### src/rtl/fp_wb_arb_pkg.sv
// Shared types and helpers for the FP div/sqrt writeback result arbiter.
// Arbitration mode is chosen in rr_arbiter by FP_WB_ARB_RR_EN.
package fp_wb_arb_pkg;

    localparam int FP_WB_MAX_SRC    = 8;
    localparam int FP_WB_IDX_W      = 3;
    localparam int FP_WB_MAX_ID_W   = 8;
    localparam int FP_WB_MAX_DATA_W = 64;

    typedef struct packed {
        logic [FP_WB_MAX_ID_W-1:0]   id;
        logic [FP_WB_MAX_DATA_W-1:0] rd;
    } fp_wb_src_t;

    // OR-reduction of the set bit's position; only meaningful for one-hot or zero input.
    function automatic logic [FP_WB_IDX_W-1:0] onehot_to_idx(input logic [FP_WB_MAX_SRC-1:0] oh);
        logic [FP_WB_IDX_W-1:0] idx;
        idx = '0;
        for (int i = 0; i < FP_WB_MAX_SRC; i++) begin
            if (oh[i]) idx = idx | FP_WB_IDX_W'(i);
        end
        return idx;
    endfunction

endpackage

### src/rtl/rr_arbiter.sv
// One-hot request arbiter: round-robin with FP_WB_ARB_RR_EN defined,
// otherwise fixed priority (lowest index wins, no history register).
module rr_arbiter
    import fp_wb_arb_pkg::*;
#(
    parameter int NUM_SRC = 2
) (
    input  logic               clk,
    input  logic               rst,
    input  logic [NUM_SRC-1:0] req,
    input  logic               advance,
    output logic [NUM_SRC-1:0] grant
);

`ifdef FP_WB_ARB_RR_EN
    localparam int IDX_W = $clog2(NUM_SRC);

    logic [IDX_W-1:0] last_grant;
    logic             hit_hi;
    logic             hit_lo;

    // First pass searches above last_grant, second pass wraps to the bottom.
    always_comb begin
        grant  = '0;
        hit_hi = 1'b0;
        hit_lo = 1'b0;
        for (int i = 0; i < NUM_SRC; i++) begin
            if (!hit_hi && req[i] && (i > int'(last_grant))) begin
                grant[i] = 1'b1;
                hit_hi   = 1'b1;
            end
        end
        for (int i = 0; i < NUM_SRC; i++) begin
            if (!hit_hi && !hit_lo && req[i]) begin
                grant[i] = 1'b1;
                hit_lo   = 1'b1;
            end
        end
    end

    always_ff @(posedge clk or posedge rst) begin
        if (rst) begin
            last_grant <= IDX_W'(NUM_SRC - 1);
        end else if (advance && (|grant)) begin
            last_grant <= IDX_W'(onehot_to_idx(FP_WB_MAX_SRC'(grant)));
        end
    end
`else
    logic hit;
    logic unused_rr;

    assign unused_rr = &{1'b0, clk, rst, advance};

    always_comb begin
        grant = '0;
        hit   = 1'b0;
        for (int i = 0; i < NUM_SRC; i++) begin
            if (!hit && req[i]) begin
                grant[i] = 1'b1;
                hit      = 1'b1;
            end
        end
    end
`endif

endmodule

### src/rtl/fp_wb_rr_arbiter.sv
// Writeback result arbiter for the FP div/sqrt unit: registered output slot fed
// from NUM_SRC result streams; fairness mode set by FP_WB_ARB_RR_EN in rr_arbiter.
module fp_wb_rr_arbiter
    import fp_wb_arb_pkg::*;
#(
    parameter int NUM_SRC = 2,
    parameter int DATA_W  = 34,
    parameter int ID_W    = 3
) (
    input  logic                     clk,
    input  logic                     rst,
    input  logic [NUM_SRC-1:0]       src_valid,
    input  logic [NUM_SRC*ID_W-1:0]  src_id,
    input  logic [NUM_SRC*DATA_W-1:0] src_rd,
    output logic [NUM_SRC-1:0]       src_taken,
    output logic                     wb_done,
    output logic [ID_W-1:0]          wb_id,
    output logic [DATA_W-1:0]        wb_rd,
    input  logic                     wb_ack
);

    logic                   load;
    logic [NUM_SRC-1:0]     grant;
    logic [FP_WB_IDX_W-1:0] sel;
    logic [ID_W-1:0]        sel_id;
    logic [DATA_W-1:0]      sel_rd;

    assign load      = (!wb_done || wb_ack) && !rst;
    assign src_taken = load ? grant : '0;

    rr_arbiter #(
        .NUM_SRC (NUM_SRC)
    ) u_arb (
        .clk     (clk),
        .rst     (rst),
        .req     (src_valid),
        .advance (load),
        .grant   (grant)
    );

    assign sel = onehot_to_idx(FP_WB_MAX_SRC'(grant));

    always_comb begin
        sel_id = '0;
        sel_rd = '0;
        for (int i = 0; i < NUM_SRC; i++) begin
            if (sel == FP_WB_IDX_W'(i)) begin
                sel_id = src_id[i*ID_W +: ID_W];
                sel_rd = src_rd[i*DATA_W +: DATA_W];
            end
        end
    end

    // An unacked result is dropped on reset; the upstream flush re-issues it.
    always_ff @(posedge clk or posedge rst) begin
        if (rst) begin
            wb_done <= 1'b0;
            wb_id   <= '0;
            wb_rd   <= '0;
        end else if (load) begin
            if (|src_valid) begin
                wb_done <= 1'b1;
                wb_id   <= sel_id;
                wb_rd   <= sel_rd;
            end else begin
                wb_done <= 1'b0;
            end
        end
    end

endmodule

### config.mk
export PLATFORM = sky130hd
export DESIGN_NAME = fp_wb_rr_arbiter
export DESIGN_NICKNAME = d
export VERILOG_FILES = /design/src/rtl/fp_wb_arb_pkg.sv /design/src/rtl/rr_arbiter.sv /design/src/rtl/fp_wb_rr_arbiter.sv
export SDC_FILE = /design/constraint.sdc
export NUM_CORES = 1
export LEC_CHECK = 0
export CAP_MARGIN = 0
export CORE_UTILIZATION = 34
export DETAILED_ROUTE_END_ITERATION = 12
export GPL_TIMING_DRIVEN = 0
export PLACE_DENSITY = 0.73
export SYNTH_ARGS = -nofsm -noshare
export SYNTH_HDL_FRONTEND = slang
export SYNTH_SLANG_ARGS = --single-unit
### constraint.sdc
create_clock -name clk -period 2.3 [get_ports clk]
set_input_delay 0.46 -clock clk [delete_from_list [all_inputs] [get_ports clk]]
set_output_delay 0.46 -clock clk [all_outputs]
set_load 0.1 [all_outputs]
# ---- Word level (Yosys, flattened, before mapping)
# Index checks and enable logic that the tools add are counted.
dict set report word_totals {
  register_bits 38
  inputBits 79
  out_inout_bits 40
}
dict set report op_classes {
  eq_ne 1
  muxes 9
  reduce_logical 9
}
# operator count
set op_table {}
lappend op_table {{two-way mux 34 bit} 2}
lappend op_table {{two-way mux 3 bit} 2}
lappend op_table {{two-way mux 1 bit} 4}
lappend op_table {{zero test 1 bit} 3}
lappend op_table {{zero test 3 bit} 1}
lappend op_table {{logical AND 1 bit} 2}
lappend op_table {{two-way mux 2 bit} 1}
lappend op_table {{AND reduction 2 bit} 1}
lappend op_table {{OR reduction 2 bit} 1}
lappend op_table {{== test 1 bit (second input constant)} 1}
lappend op_table {{logical OR 1 bit} 1}

# ---- Logic depth before layout (Yosys ltp)
dict set report depth {
  ltp_word 8
  ltp_mapped 5
  ltp_nobuf 3
}

# ---- By module
# Synthesis repeated with hierarchy kept, for this count alone.
dict set report hier_totals {
  hier_cells 129
  hier_area_um2 2031.9
}
# mod instances cells_each area_per_inst_um2 seq_area_each_um2
set by_module_without_submodules {}
lappend by_module_without_submodules {fp_wb_rr_arbiter 1 127 2010.7 950.9}
lappend by_module_without_submodules {rr_arbiter 1 2 21.3 0.0}

# ---- Worst setup path before layout
# OpenSTA, ideal clock, no wires.
dict set report synth_path {
  path_type {reg-to-output}
  startpoint {register wb_done}
  endpoint {output src_taken[0]}
  arrival_time_ns 3.264
  required_ns 1.840
  path_slack_ns -1.424
  stages_incl_launch_ff 3
  path_buffers 0
  cell_sequence {dfrtp_1 -> nor2b_2 -> nor3b_1}
}
dict set report synth_between {
  elab_chain_cells 4
}
# element line
set synth_lines {}
lappend synth_lines {{start: declaration} fp_wb_rr_arbiter.sv:16} ;# output logic wb_done,
lappend synth_lines {{start signal: assignment} fp_wb_rr_arbiter.sv:57} ;# wb_done <= 1'b0;
lappend synth_lines {{start signal: assignment} fp_wb_rr_arbiter.sv:62} ;# wb_done <= 1'b1;
lappend synth_lines {{start signal: assignment} fp_wb_rr_arbiter.sv:66} ;# wb_done <= 1'b0;
lappend synth_lines {{zero test 1 bit} fp_wb_rr_arbiter.sv:28} ;# assign load = (!wb_done || wb_ack) && !rst;
lappend synth_lines {{logical OR 1 bit} fp_wb_rr_arbiter.sv:28}
lappend synth_lines {{logical AND 1 bit} fp_wb_rr_arbiter.sv:28}
lappend synth_lines {{two-way mux 2 bit} fp_wb_rr_arbiter.sv:29} ;# assign src_taken = load ? grant : '0;
lappend synth_lines {{end: declaration} fp_wb_rr_arbiter.sv:15} ;# output logic [NUM_SRC-1:0] src_taken,
# No other way between the ends.

# ---- Worst setup path in the final report
dict set report layout_path {
  startpoint {register wb_rd[20]}
  endpoint {output wb_rd[20]}
}
# element line
set layout_lines {}
lappend layout_lines {{start: declaration} fp_wb_rr_arbiter.sv:18} ;# output logic [DATA_W-1:0] wb_rd,
lappend layout_lines {{start signal: assignment} fp_wb_rr_arbiter.sv:64} ;# wb_rd <= sel_rd;
# No word-level cell between the ends.

==> results.py <==
metrics = {
    "sta": {
        "rsz0062_at_grt": "false",
        "finalWorstSetupSlack_ns": 0.04624,
        "period_needed_ns": 2.254,
        "tightest_slew_ns": 1.002,
        "finClkSkew_ns": 0.003189,
        "setup-tns-final_ns": 0,
        "finalHoldViolCount": 0,
        "fin_crit_sh_pct": 97.99,
        "fmax_mhz": 443.7,
        "max_slew_margin_pct": 33.07,
        "drv_slew": 0,
        "setup_violations": 0,
        "fin_hold_ws_ns": 0.4876,
    },
    "route": {
        "avgRoutedWirePerCell_um": 15.22,
        "drc_errors": 0,
        "firstDrtPassIters": 3,
        "vias": 1523,
        "routed_wl_um": 5023,
        "ant_nets": 0,
        "first_iter_violations": 37,
        "vias_per_cell": 4.615,
    },
    "worst_setup_path": {
        "worstPathCellList": "clkdlybuf4s50_1",
        "crit_end": "wb_rd[20]",
        "startpoint": "wb_rd[20]",
        "cpMaxStageDelayCell": "clkdlybuf4s50_1",
        "crit_family": "buffers and inverters",
        "slowest_delay_ns": 1.14,
        "crit_buf_inv": 1,
        "cp-start-kind": "flip-flop",
        "critPathArrivalTime_ns": 1.79,
        "crit_type": "flip-flop to primary output",
        "cp.required_ns": 1.84,
        "rr_endpoint": "wb_rd[17]",
        "r2r_cells": 5,
        "rr_startpoint": "wb_done",
        "crit_cells": 1,
        "rrSetupSlack_ns": 0.65,
        "endpoint_kind": "primary output",
        "cp_max_fo": 2,
    },
    "power": {
        "swShare_pct": 50.14,
        "p_per_area_nw_per_um2": 957.2,
        "pwr-share-clk_pct": 13.1,
        "power.total_mw": 3.297,
        "irDropWorstVdd_mv": 0.6359,
        "leakage_nw": 1.499,
        "p_int_mw": 1.644,
        "switchingPower_mw": 1.653,
        "combPwrFrac_pct": 59.6,
        "seq_power_share_pct": 27.2,
    },
    "cells_and_area": {
        "drive_above_1_share_pct": 37.65,
        "area_growth_pct": 66.85,
        "final_util_pct": 58.52,
        "mostFrequentLayoutCells": "114 x clkdlybuf4s50_1, 38 x mux2_4, 37 x dfrtp_1",
        "nets": 333,
        "n_fill_cell": 501,
        "final_common_cell": "clkdlybuf4s50_1",
        "antenna_cells": 0,
    },
    "synth": {
        "synth_area_um2": 2064,
        "synth_cell_types": 15,
        "synth.avg_cell_area_um2": 16.00,
        "synthCells": 129,
        "yosysSeqAreaShare_pct": 46.06,
        "synth_nets": 208,
        "synth_top_family_by_area": "multiplexers",
        "synth-simple-area-share_pct": 2.545,
        "synth-compound-area-share_pct": 0.3636,
        "ys_warn_count": 0,
        "synthAdderAreaFrac_pct": 0,
        "synth_xor_area_share_pct": 0,
        "muxShareOfSynthArea_pct": 47.27,
        "ys_seq_elements": 38,
    },
    "clocking": {
        "htree_levels": 2,
        "path_clk_slew_ns": 0.07,
        "cts_tree": "yes",
        "cts_buffer_depth": 2,
        "numCtsBuffers": 5,
        "root_buffer": "clkbuf_8",
        "clk_latency_ns": 0.28,
        "cts_setup_buffers": 0,
        "clock_sinks": 38,
    },
    "floorplanning": {
        "die_x_um": 79.93,
        "io_pins": 119,
        "die_h_um": 79.93,
        "core.rowCount": 28,
        "start_util_pct": 35.08,
        "coreArea_um2": 5886,
        "dieArea_um2": 6388,
    },
    "placed_design": {
        "port_buffers": 118,
        "dp_hpwl_um": 3750,
        "gp_congestion": 0.6341,
        "preCtsSetupSlack_ns": -0.8271,
    },
    "min_path": {
        "min-delay-start": "wb_done",
        "min_path_type": "flip-flop to flip-flop",
    },
    "global_route": {
        "grt_max_degree": 40,
        "grt_pass1_wl_um": 7721,
        "grt_pass1_vias": 1531,
        "overflow": 0,
        "grt.total_usage_pct": 15.96,
        "antenna_found_initial": 0,
    },
    "run_status": {
        "status": "finished, final reports clean",
    },
    "flow_run": {
        "cap_viol_max_count": 0,
    },
}
[worst min-delay path by stage]
stage / end / cells past startpoint
6_report: wb_done / 1
5_1_grt: wb_rd[2] / 1
4_1_cts: wb_done / 1
3_5_place_dp: wb_done / 1
3_3_place_gp: wb_done / 1
2_1_floorplan: wb_done / 2
[routing by layer]
layer	vias to the layer above	global-route usage (%)	part of all wire, %
li1	714	-	-
met1	721	21.38	46
met2	77	24.02	43
met3	11	5.029	9.0
met4	0	5.893	2.0
met5	-	0	0
[cell usage after synthesis (all sizes together)]
cell type  number  share of area (%)
nand2           1               0.18
nor3b           1               0.36
nor3            2               0.73
nand2b          1               0.67
dfrtp          38                 46
nor2b           1               0.42
nor2            1               0.18
buf             8                3.6
a21o            1               0.36
mux2           74                 47
inv             1               0.18
[kinds of logic (layout without fill, tap and decap cells)]
kind of cell,after synthesis,in the layout
and+or+nand+nor,7,7
buffers and inverters,9,135
muxes,74,74
AOI/OAI and AO/OA,1,1
DFF,38,38
[sequential cells by signal, summed over array words and instances, names as in the netlist]
signal and count:
wb_rd 34, wb_id 3, wb_done 1
[through the flow]
step / instance area (um^2) / instances
2_1_floorplan: 2088 / 129
3_5_place_dp: 3363 / 322
5_1_grt: 3445 / 330
3_3_place_gp: 3363 / 322
6_report: 3445 / 330
4_1_cts: 3441 / 330
[power groups by stage]
stage                     Clock [mW]  Combinational [mW]  Sequential (mW)
after CTS                      0.451                1.98            0.901
after global routing           0.481                2.02            0.921
final                          0.433                1.97            0.898
after detailed placement           0                1.97            0.911
after floorplan                    0               0.347             2.02
after global placement             0                1.97            0.904
[repair_timing]
| action | in CTS | in global routing |
|---|---|---|
| hold buffers | 0 | 0 |
| endpoints found under the setup margin | 2 | 4 |
| resized for setup | 10 | 4 |
| cloned | 0 | 0 |
[layout make-up]
class                   instances  area, um^2  share of cell area, %
multi-input cells              82        1059                  30.73
plain buffers                   8       73.82                  2.143
clock buffers                   8       80.08                  2.325
flip-flops and latches         38       952.2                  27.64
repair buffers                118        1182                  34.33
inverters                       1       3.754                 0.1090
well taps                      75       93.84                  2.724
(Power assumes the default switching activity.)
